$ cat config.mk
export PLATFORM = sky130hd
export DESIGN_NAME = fetch_ctrl
export DESIGN_NICKNAME = d
export VERILOG_FILES = /design/src/rtl/proc_pkg.sv /design/src/rtl/pc_counter.sv /design/src/rtl/fetch_ctrl.sv
export SDC_FILE = /design/constraint.sdc
export NUM_CORES = 1
export LEC_CHECK = 0
export CAP_MARGIN = 40
export CORE_MARGIN = 1
export CORE_UTILIZATION = 35
export DETAILED_ROUTE_END_ITERATION = 6
export HOLD_SLACK_MARGIN = 0.15
export RECOVER_POWER = 25
export SETUP_SLACK_MARGIN = 0.3
export SLEW_MARGIN = 20
export SYNTH_ARGS = -nofsm -noshare
export SYNTH_HDL_FRONTEND = slang
export SYNTH_HIERARCHICAL = 1
export SYNTH_SLANG_ARGS = --single-unit
$ cat constraint.sdc
create_clock -name clk -period 3.65 [get_ports clk]
set_input_delay 0.73 -clock clk [delete_from_list [all_inputs] [get_ports clk]]
set_output_delay 0.73 -clock clk [all_outputs]
set_load 0.03 [all_outputs]
$ cat src/rtl/proc_pkg.sv
// Shared types and constants for the 16-bit core sequencer.
// Holds the FSM state encoding, the opcode field position and the default HALT opcode.
// No logic; pure declarations.
package proc_pkg;

  // Sequencer states, 3-bit encoding
  typedef enum logic [2:0] {
    ST_IDLE   = 3'd0,
    ST_FETCH  = 3'd1,
    ST_DECODE = 3'd2,
    ST_EXEC   = 3'd3,
    ST_HALT   = 3'd4
  } state_t;

  // Opcode lives in IR[15:12]
  localparam int OPC_MSB = 15;
  localparam int OPC_LSB = 12;
  localparam int OPC_W   = OPC_MSB - OPC_LSB + 1;

  localparam logic [OPC_W-1:0] HALT_OPC_DEFAULT = 4'hF;

endpackage

$ cat src/rtl/pc_counter.sv
// Program counter: 16-bit register with branch load and increment.
// Latency: pc updates on the edge after load/inc; pc_nxt is the combinational next value.
// No backpressure; load takes priority over increment.
module pc_counter #(
  parameter logic [15:0] RESET_PC = 16'h0000
) (
  input  logic        clk,
  input  logic        clr,
  input  logic        load,
  input  logic        inc,
  input  logic [15:0] load_val,
  output logic [15:0] pc,
  output logic [15:0] pc_nxt
);

  // Next-PC selection: branch target beats sequential increment; wraps at 16 bits
  always_comb begin
    pc_nxt = pc;
    if (load)
      pc_nxt = load_val;
    else if (inc)
      pc_nxt = pc + 16'd1;
  end

  // PC register with asynchronous clear to the boot address
  always_ff @(posedge clk or negedge clr) begin
    if (!clr)
      pc <= RESET_PC;
    else
      pc <= pc_nxt;
  end

endmodule

$ cat src/rtl/fetch_ctrl.sv
// Fetch/execute sequencer: owns the PC, runs the imem req/ack handshake, starts execute.
// Latency: 3 cycles per instruction minimum (FETCH, DECODE, EXEC); mem_req 1 cycle after run.
// Backpressure: FETCH holds mem_req until mem_ack; EXEC waits for exec_done. Optional
// fetch timeout enabled by defining FETCH_CTRL_TIMEOUT_EN.
module fetch_ctrl
  import proc_pkg::*;
#(
  parameter logic [15:0]      RESET_PC       = 16'h0000,
  parameter logic [OPC_W-1:0] HALT_OPCODE    = HALT_OPC_DEFAULT,
  parameter int               TIMEOUT_CYCLES = 15
) (
  input  logic             clk,
  input  logic             clr,
  input  logic             run,
  input  logic             mem_ack,
  output logic             mem_req,
  output logic [15:0]      mem_addr,
  output logic             en_ir,
  input  logic [OPC_W-1:0] ir_opcode,
  output logic             exec_start,
  input  logic             exec_done,
  input  logic             br_taken,
  input  logic [15:0]      br_target,
  output logic             halted,
  output logic             fault
);

  // Timeout limit must fit the 8-bit wait counter
  if (TIMEOUT_CYCLES < 1 || TIMEOUT_CYCLES > 255) begin : g_bad_timeout
    $error("fetch_ctrl: TIMEOUT_CYCLES out of range 1..255");
  end

  state_t      state;
  logic        accept;
  logic [15:0] pc;
  logic [15:0] pc_nxt;

  // exec_done only counts while executing; it drives the PC update
  assign accept = (state == ST_EXEC) && exec_done;

  // IR captures the fetched word in the ack cycle
  assign en_ir = (state == ST_FETCH) && mem_ack;

  pc_counter #(
    .RESET_PC (RESET_PC)
  ) u_pc (
    .clk      (clk),
    .clr      (clr),
    .load     (accept && br_taken),
    .inc      (accept && !br_taken),
    .load_val (br_target),
    .pc       (pc),
    .pc_nxt   (pc_nxt)
  );

`ifdef FETCH_CTRL_TIMEOUT_EN
  localparam logic [7:0] TO_LIMIT = 8'(TIMEOUT_CYCLES - 1);
  logic [7:0] tcnt;
`else
  assign fault = 1'b0;
`endif

  // Sequencer FSM with registered handshake outputs. mem_addr follows pc_nxt so the
  // updated PC is presented on the same edge that mem_req rises.
  always_ff @(posedge clk or negedge clr) begin
    if (!clr) begin
      state      <= ST_IDLE;
      mem_req    <= 1'b0;
      mem_addr   <= RESET_PC;
      exec_start <= 1'b0;
      halted     <= 1'b0;
`ifdef FETCH_CTRL_TIMEOUT_EN
      tcnt       <= 8'd0;
      fault      <= 1'b0;
`endif
    end else begin
      mem_addr   <= pc_nxt;
      exec_start <= 1'b0;
      case (state)
        ST_IDLE: begin
          if (run) begin
            state   <= ST_FETCH;
            mem_req <= 1'b1;
`ifdef FETCH_CTRL_TIMEOUT_EN
            tcnt    <= 8'd0;
`endif
          end
        end
        ST_FETCH: begin
          if (mem_ack) begin
            state   <= ST_DECODE;
            mem_req <= 1'b0;
          end
`ifdef FETCH_CTRL_TIMEOUT_EN
          // An ack in the limit cycle wins over the timeout
          else if (tcnt == TO_LIMIT) begin
            state   <= ST_HALT;
            mem_req <= 1'b0;
            halted  <= 1'b1;
            fault   <= 1'b1;
          end else begin
            tcnt <= tcnt + 8'd1;
          end
`endif
        end
        ST_DECODE: begin
          if (ir_opcode == HALT_OPCODE) begin
            state  <= ST_HALT;
            halted <= 1'b1;
          end else begin
            state      <= ST_EXEC;
            exec_start <= 1'b1;
          end
        end
        ST_EXEC: begin
          // A dropped run lets the current instruction finish, then parks in IDLE
          if (exec_done) begin
            if (run) begin
              state   <= ST_FETCH;
              mem_req <= 1'b1;
`ifdef FETCH_CTRL_TIMEOUT_EN
              tcnt    <= 8'd0;
`endif
            end else begin
              state <= ST_IDLE;
            end
          end
        end
        ST_HALT: begin
          // Only clr leaves HALT
          mem_req <= 1'b0;
        end
        default: begin
          state   <= ST_IDLE;
          mem_req <= 1'b0;
        end
      endcase
    end
  end

endmodule
==> flow_summary_export.csv, run 1 <==
group,metric,value,unit
outcome,status,"finished with violations",
outcome,violations,"design-rule violations",
sta,setup_tns,0,ns
floorplan,ios,47,
floorplan,dieArea,5070,um2
route,drt_iter0_markers,72,
route,drt_pass1_iterations,6,
cts,cts_root_buffer,"clkbuf_8",
global_routing,grt_pass1_wl,5560,um
sta,slew_headroom,27.1,%
synth,synth-async-reset-ratio,100,%
pwr,vdd_drop_max,334,uV
cts,cts_hold_buffers,0,
cts,cts.path.max_buffers,2,
critical_path,ff2ff_path_depth,7,
pwr,power,1.74,mW
finish,fin_area,2270,um2
placed_design,placed_area,2180,um2
placed_design,hpwl,2360,um
cts,ctsResizeCount,0,
cts,clk_pin_slew,0.07,ns
finish,fillers,424,
synth,syn_area_per_cell,11.2,um2
route,drc,2,
critical_path,cp_num_cells,4,
synth,synth-edff-count,0,
route,viasPerCell,4.90,
finish,drive_gt1_share,11.0,%
cts,cts_tree,"built",
cts,clock-sinks,38,
sta,slew_violations,0,
synth,synth_seq_cells,38,
cts,cts_made_buffers,5,
critical_path,cp_slowest_stage_delay,0.73,ns
finish,final_util,50.8,%
sta,fin_worst_skew,0.00599,ns
sta,tightest_slew,1.09,ns
floorplan,row_count,24,
critical_path,cp-end-kind,"output port",
sta,hold_viol_final,0,
finish,diodes,0,
sta,finalSetupViolCount,0,
synth,ys_top_cells_by_area,"dfrtp_1, nand2_1, xnor2_1",
cts,htree_levels,2,
critical_path,crit_family,"buffers and inverters",
critical_path,worstPathMaxFanout,3,
finish,nets,226,
min_path,hold_path_class,"reg2reg",
synth,synth_seq_area_share,56.7,%
global_routing,grt_usage,14.1,%
global_routing,antenna_found_initial,0,
sta,clock.fmax,0.332,GHz
sta,rsz0062_at_grt,"false",
critical_path,worstPathCellList,"clkdlybuf4s50_1 -> nand2b_4 -> nor3b_1 -> clkdlybuf4s50_1",
pwr,leakagePower,0.890,nW
synth,synth_ff_type,"dfrtp_1",
critical_path,critical_path_required,2.92,ns
cts,clkLatencyLatePin,0.28,ns
global_routing,grt_pass1_vias,1237,
route,drt-wirelength-per-cell,13.1,um
global_routing,grt_max_degree,39,
min_path,whs_path_depth,2,
synth,yosysWarnings,6,
synth,postSynthNetCount,177,
synth,synth.distinct_cells,39,
route,antenna_left,0,
placed_design,gp_congestion,0.765,
sta,period_needed,3.01,ns
floorplan,die_w,71.2,um
route,num_vias,1235,
critical_path,arrival,2.28,ns
flow_run,max_cap_viol_count,0,
synth,yosysTopAreaCell,"dfrtp_1",
floorplan,initial_utilization,37.5,%
synth,synth_area,1680,um2
route,routed_wl,3300,um
pwr,p_per_area,768,nW/um2
synth,syn-instance-count,150,
placed_design,dpl_worst_slack,0.559,ns
sta,setup_slack,0.635,ns
critical_path,slowest_stage,"clkdlybuf4s50_1",
critical_path,crit_path_start_kind,"primary input",
global_routing,grt-ovfl-total,0,
floorplan,core_area,4470,um2
synth,synth.top_cell.area_share,56.7,%
placed_design,port_buffers,45,
floorplan,die_h,71.2,um
critical_path,critical_path_buf_inv_count,2,
finish,area_growth_syn_to_layout,35.5,%
sta,finalCritPeriodShare,82.6,%
critical_path,crit_type,"in2out",
cts,cts_setup_buffers,0,
critical_path,cpMostUsedCell,"clkdlybuf4s50_1",
-- registers in the layout, summed over array words and instances, names as in the netlist --
signal	cells
state	3
exec_start	1
mem_addr	16
mem_req	1
u_pc/pc	16
halted	1
-- per-stage QoR --
step                      hold WS [ns]  std cells
final                            0.480        252
after global routing             0.527        252
after CTS                        0.485        251
after detailed placement         0.467        243
after global placement           0.454        243
after floorplan                  0.434        150
-- area by class of cell --
type / instances / area, um2 / area share (%)
multi-input combinational: 99 / 672 / 29.6
tap: 52 / 65.1 / 2.86
inverter: 6 / 22.5 / 0.991
timing repair buffer: 49 / 470 / 20.7
clock inverter: 1 / 5.00 / 0.220
clock buffer: 7 / 86.3 / 3.80
sequential: 38 / 951 / 41.9
-- metal layers --
layer / global-route usage [%] / up-vias / share of wire, % / wire length (um)
li1: - / 616 / - / -
met2: 22.5 / 30 / 47 / 1570
met3: 3.52 / 4 / 4.6 / 153
met4: 5.33 / 0 / 1.1 / 36
met5: 0 / - / 0 / 0
met1: 18.5 / 585 / 47 / 1540
-- final timing paths --
path                            slack, ns               endpoint                 start
worst max-delay path                 0.64                  en_ir               mem_ack
worst min-delay path                 0.48     halted$_DFFE_PN0P_    halted$_DFFE_PN0P_
worst max register to register       1.17   u_pc/pc[6]$_DFF_PN0_  state[2]$_DFFE_PN0P_
worst min register to register       0.48     halted$_DFFE_PN0P_    halted$_DFFE_PN0P_
max in group asynchronous            1.60  mem_addr[0]$_DFF_PN0_                   clr
min in group asynchronous            0.56  mem_addr[7]$_DFF_PN0_                   clr
-- power by group --
part | internal [mW] | total (mW) | switching, mW
clock | 0.152 | 0.288 | 0.136
sequential | 0.602 | 0.758 | 0.156
combinational | 0.313 | 0.699 | 0.386
total | 1.07 | 1.74 | 0.678
-- worst register-to-register path, cell delays in order, from the launching register on --
cell	delay (ns)
dfrtp_1	0.46
nand2b_1	0.26
nor3_1	0.20
buf_4	0.17
nand4_1	0.44
or3_1	0.50
xor2_1	0.15
o21ai_0	0.20
-- kinds of logic (layout without fill, tap and decap cells) --
family / after synthesis / count (layout) / synth area share [%]
flops: 38 / 38 / 56.7
mux: 4 / 4 / 2.54
compound gates: 23 / 23 / 8.51
other cells: 1 / 1 / 0.224
buf+inv: 13 / 63 / 3.51
xor+xnor: 14 / 14 / 7.31
simple gates: 56 / 56 / 20.4
fa+ha+maj: 1 / 1 / 0.746
-- placed cells by master (no fill, tap or decap), types with 2 or more instances in the layout --
cell             synthesis  layout
inv_1                    6       6
nand2_1                 21      21
clkbuf_8                 0       6
nor3_1                   7       6
o21ai_1                  5       5
nand4_1                  6       6
o21ai_0                 10      10
buf_4                    2       3
nor2b_1                  2       2
xor2_1                   6       6
mux2i_1                  2       2
clkdlybuf4s50_1          0      44
nand2b_1                 2       2
dfrtp_1                 38      38
xnor2_1                  8       8
clkbuf_1                 3       3
nor4_2                   5       5
mux2_2                   2       2
nand3_1                  3       3
-- synth_stat cells, types with 2 or more instances --
library cell and n:
dfrtp_1 38, nand2_1 21, o21ai_0 10, xnor2_1 8, nor3_1 7, inv_1 6, nand4_1 6, xor2_1 6
nor4_2 5, o21ai_1 5, clkbuf_1 3, nand3_1 3, buf_4 2, mux2_2 2, mux2i_1 2, nand2b_1 2
nor2b_1 2
Power figures use the tool's default switching activity.
==> inputs of run 2 (changes only) <==
==> constraint.sdc (replaced) <==
create_clock -name clk -period 2.65 [get_ports clk]
set_input_delay 0.53 -clock clk [delete_from_list [all_inputs] [get_ports clk]]
set_output_delay 0.53 -clock clk [all_outputs]
set_load 0.03 [all_outputs]
==> run 2 against run 1 <==
Compared with the run above: the flow still finishes with violations (design-rule violations); routed wire length up 6.5%; die area unchanged; critical path depth unchanged; cell area up 1.3%; largest cell class unchanged.
==> flow_summary_export.csv, run 2 (synthesis results as in run 1) <==
group,metric,value,unit
outcome,violations,"design-rule violations",
global_routing,grt-ovfl-total,0,
floorplan,initial_utilization,37.5,%
finish,final_common_cell,"clkdlybuf4s50_1",
floorplan,core_area,4470,um2
cts,clk_pin_slew,0.07,ns
outcome,status,"finished with violations",
global_routing,grt_usage,15.4,%
critical_path,ff2ff_path_depth,7,
cts,cts_tree,"built",
pwr,power,2.43,mW
min_path,holdCritStartpoint,"halted$_DFFE_PN0P_",
min_path,whs_path_depth,2,
finish,diodes,0,
critical_path,slowest_stage,"clkdlybuf4s50_1",
cts,cts_setup_buffers,0,
sta,clock.fmax,0.433,GHz
critical_path,r2r_slack,0.58,ns
sta,hold_viol_final,0,
critical_path,r2r_end,"mem_addr[6]$_DFF_PN0_",
pwr,swShare,39.5,%
placed_design,hpwl,2420,um
global_routing,grt_pass1_vias,1270,
floorplan,die_w,71.2,um
critical_path,crit_type,"in2out",
floorplan,die_h,71.2,um
sta,rsz0062_at_grt,"false",
critical_path,crit_path_start_kind,"primary input",
finish,nets,227,
sta,finalCritPeriodShare,87.0,%
sta,whs,0.496,ns
floorplan,dieArea,5070,um2
global_routing,antenna_found_initial,0,
finish,multi_input_area,677,um2
pwr,p_seq_share,42.9,%
route,drt_iter0_markers,55,
pwr,power.internal,1.47,mW
floorplan,ios,47,
finish,fillers,420,
global_routing,grt_pass1_wl,5900,um
min_path,hold_path_class,"reg2reg",
cts,cts_made_buffers,5,
route,antenna_left,0,
pwr,vdd_drop_max,503,uV
finish,final_util,51.4,%
route,drt_pass1_iterations,6,
min_path,min_to,"halted$_DFFE_PN0P_",
sta,finalSetupViolCount,0,
critical_path,worstPathCellList,"clkdlybuf4s50_1 -> nand2b_4 -> nor3b_1 -> clkdlybuf4s15_1",
pwr,leakagePower,0.901,nW
finish,area_growth_syn_to_layout,37.2,%
sta,period_needed,2.31,ns
finish,seq_area,951,um2
sta,slew_violations,0,
placed_design,placed_area,2190,um2
finish,fin_area,2300,um2
global_routing,grt_max_degree,39,
cts,cts_root_buffer,"clkbuf_8",
critical_path,arrival,1.78,ns
sta,setup_tns,0,ns
cts,clkLatencyLatePin,0.29,ns
placed_design,gp_congestion,0.734,
finish,layout_common_cells,"clkdlybuf4s50_1, dfrtp_1, nand2_1",
pwr,combPwrFrac,40.2,%
route,num_vias,1228,
sta,slew_headroom,56.4,%
pwr,p_sw,961,uW
route,viasPerCell,4.85,
sta,tightest_slew,0.654,ns
flow_run,max_cap_viol_count,0,
finish,largestRegisters,"mem_addr: 16 flops, u_pc/pc: 16 flops, state: 3 flops",
critical_path,critical_path_required,2.12,ns
route,drt-wirelength-per-cell,13.9,um
placed_design,port_buffers,45,
critical_path,timing.rr.start,"state[2]$_DFFE_PN0P_",
cts,clock-sinks,38,
finish,drive_gt1_share,11.9,%
route,routed_wl,3510,um
critical_path,cp-end-kind,"output port",
critical_path,cp_slowest_stage_delay,0.51,ns
sta,fin_worst_skew,0.00429,ns
critical_path,worstPathMaxFanout,3,
floorplan,row_count,24,
route,drc,2,
pwr,p_clk_share,16.9,%
cts,htree_levels,2,
pwr,p_per_area,1060,nW/um2
cts,cts.path.max_buffers,2,
run 2: power groups by stage:
stage | combinational, mW | clock, mW | sequential (mW)
6_report | 0.979 | 0.410 | 1.04
3_3_place_gp | 0.963 | 0 | 1.05
2_1_floorplan | 0.362 | 0 | 1.25
5_1_grt | 1.06 | 0.453 | 1.08
3_5_place_dp | 0.982 | 0 | 1.05
4_1_cts | 0.986 | 0.428 | 1.04
run 2: per-stage QoR:
step / setup WS [ns] / cells
after floorplan: 0.699 / 150
after global placement: 0.0907 / 243
after detailed placement: 0.0487 / 243
after CTS: 0.339 / 251
after global routing: 0.304 / 253
final: 0.343 / 253
run 2: worst max-delay path by stage:
stage                               from                     end
detailed placement               mem_ack                   en_ir
finish                           mem_ack                   en_ir
global route                     mem_ack                   en_ir
CTS                              mem_ack                   en_ir
global placement                 mem_ack                   en_ir
floorplan           state[2]$_DFFE_PN0P_  mem_addr[12]$_DFF_PN0_
run 2: critical path: cells and delay by family:
family                 cells  cell delay (ns)
buffers and inverters      2             0.92
and+or+nand+nor            2             0.32
run 2: final cells by class:
type | count | area share, %
clock buffer | 7 | 3.75
multi-input combinational | 99 | 29.4
tap | 52 | 2.83
clock inverter | 1 | 0.218
sequential | 38 | 41.3
inverter | 6 | 0.979
timing repair buffer | 50 | 21.5
run 2: repair_timing:
action | 4_1_cts | 5_1_grt
endpoints found under the setup margin | 1 | 5
hold buffers | 0 | 1
gates resized for setup | 1 | 2
hold endpoints to repair | 0 | 11
gates cloned | 0 | 0
run 2: layer usage:
layer	up-vias	routed length [um]	global-route usage [%]
li1	613	-	-
met1	578	1620	18.6
met2	31	1630	24.9
met3	6	189	5.49
met4	0	68	6.67
met5	-	0	0
==> inputs of run 3 (changes only) <==
--- a/config.mk
+++ b/config.mk
@@ -17,3 +17,4 @@
 export SYNTH_HDL_FRONTEND = slang
 export SYNTH_HIERARCHICAL = 1
 export SYNTH_SLANG_ARGS = --single-unit
+export TNS_END_PERCENT = 20
==> run 3 against run 2 <==
Compared with the run above: the run still ends with design-rule violations left; non-clock buffer count unchanged; total power decreased by 0.17%; sequential share of layout area increased by 0.11 points; worst setup slack got worse by 0.010 ns; utilization decreased by 0.14 points; routed wire length about the same; critical endpoint unchanged; largest cell class unchanged; highest routed layer unchanged.
==> flow_summary_export.csv, run 3 (synthesis results as in run 1) <==
group,metric,value,unit
outcome,violations,"design-rule violations",
cts,clkLatencyLatePin,0.29,ns
global_routing,grt_max_degree,39,
route,antenna_left,0,
sta,clock.fmax,0.432,GHz
min_path,hold_path_class,"reg2reg",
cts,cts.path.max_buffers,2,
placed_design,dp_cells,243,
route,num_vias,1229,
cts,cts_made_buffers,5,
sta,setup_tns,0,ns
critical_path,cp-end-kind,"output port",
placed_design,port_buffers,45,
floorplan,core_area,4470,um2
critical_path,ff2ff_path_depth,7,
sta,period_needed,2.32,ns
floorplan,dieArea,5070,um2
sta,fin_worst_skew,0.00433,ns
finish,diodes,0,
flow_run,max_cap_viol_count,0,
route,drc,2,
finish,nets,227,
cts,cts_root_buffer,"clkbuf_8",
sta,whs,0.496,ns
critical_path,r2r_slack,0.49,ns
cts,cts_setup_buffers,0,
critical_path,arrival,1.79,ns
sta,rsz0062_at_grt,"true",
cts,htree_levels,2,
sta,finalCritPeriodShare,87.4,%
critical_path,slowest_stage,"clkdlybuf4s50_1",
pwr,vdd_drop_max,501,uV
floorplan,die_w,71.2,um
finish,largestRegisters,"mem_addr: 16 flops, u_pc/pc: 16 flops, state: 3 flops",
finish,area_growth_syn_to_layout,36.9,%
placed_design,gp_congestion,0.734,
finish,final_common_cell,"clkdlybuf4s50_1",
placed_design,hpwl,2420,um
global_routing,grt_pass1_vias,1270,
route,drt-wirelength-per-cell,13.9,um
sta,tightest_slew,0.654,ns
route,drt_pass1_iterations,6,
finish,layout_common_cells,"clkdlybuf4s50_1, dfrtp_1, nand2_1",
floorplan,initial_utilization,37.5,%
min_path,whs_path_depth,2,
pwr,leakagePower,0.903,nW
placed_design,placed_area,2190,um2
global_routing,grt_usage,15.4,%
floorplan,row_count,24,
route,viasPerCell,4.86,
floorplan,ios,47,
cts,clock-sinks,38,
sta,slew_violations,0,
critical_path,cp_slowest_stage_delay,0.51,ns
global_routing,grt-ovfl-total,0,
route,routed_wl,3510,um
critical_path,crit_type,"in2out",
route,drt_iter0_markers,54,
global_routing,antenna_found_initial,0,
critical_path,worstPathCellList,"clkdlybuf4s50_1 -> nand2b_4 -> nor3b_1 -> dlygate4sd2_1",
finish,stdcell_count,253,
critical_path,crit_path_start_kind,"primary input",
floorplan,die_h,71.2,um
finish,fin_area,2290,um2
finish,drive_gt1_share,11.4,%
sta,hold_viol_final,0,
cts,clk_pin_slew,0.07,ns
global_routing,grt_pass1_wl,5900,um
cts,cts_tree,"built",
sta,finalSetupViolCount,0,
critical_path,worstPathMaxFanout,3,
outcome,status,"finished with violations",
pwr,p_per_area,1060,nW/um2
sta,slew_headroom,56.4,%
critical_path,critical_path_required,2.12,ns
## run 3: cell types whose count changed in the layout (fill, tap and decap cells not counted)
| cell | previous run | this run |
|---|---|---|
| nor3_1 | 5 | 6 |
| dlygate4sd2_1 | 0 | 1 |
| nor3_2 | 2 | 1 |
| clkdlybuf4s15_1 | 1 | 0 |
## run 3: critical path, delay by kind of cell
kind,cells,cell delay [ns]
buffers and inverters,2,0.94
AND/OR/NAND/NOR,2,0.31
## run 3: worst paths after layout
path                                           to                  from
min in group asynchronous      halted$_DFFE_PN0P_                   clr
max reg2reg                 mem_addr[6]$_DFF_PN0_  state[2]$_DFFE_PN0P_
min                            halted$_DFFE_PN0P_    halted$_DFFE_PN0P_
min reg2reg                    halted$_DFFE_PN0P_    halted$_DFFE_PN0P_
max in group asynchronous  mem_addr[12]$_DFF_PN0_                   clr
max                                         en_ir               mem_ack
## run 3: metal layers
layer / vias up / share of wire [%] / global-route usage [%]
li1: 613 / - / -
met1: 581 / 46 / 18.6
met2: 29 / 46 / 24.9
met3: 6 / 5.3 / 5.49
met4: 0 / 1.9 / 6.67
met5: - / 0 / 0
## run 3: layout make-up
cell class                 instances  area, um2
fill                             417       2180
sequential                        38        951
multi-input combinational         99        672
timing repair buffer              50        493
clock buffer                       7       86.3
tap                               52       65.1
inverter                           6       22.5
clock inverter                     1       5.00
## run 3: what timing repair did
action | CTS | global route
gates resized for setup | 1 | 0
hold buffers | 0 | 1
endpoints found under the setup margin | 1 | 5
cloned | 0 | 0
endpoints found under the hold margin | 0 | 11
## run 3: stage by stage
stage | total power [mW] | setup slack, ns | util [%]
global placement | 2.01 | 0.0907 | 49.0
finish | 2.43 | 0.333 | 51.3
detailed placement | 2.03 | 0.0487 | 49.0
global route | 2.58 | 0.242 | 51.3
CTS | 2.46 | 0.339 | 51.0
floorplan | 1.62 | 0.699 | -
## run 3: where the power goes
| group | switching [mW] | internal, mW | total (mW) | leakage (nW) |
|---|---|---|---|---|
| Clock | 0.201 | 0.210 | 0.411 | 0.0482 |
| Combinational | 0.542 | 0.432 | 0.974 | 0.392 |
| Sequential | 0.215 | 0.829 | 1.04 | 0.462 |
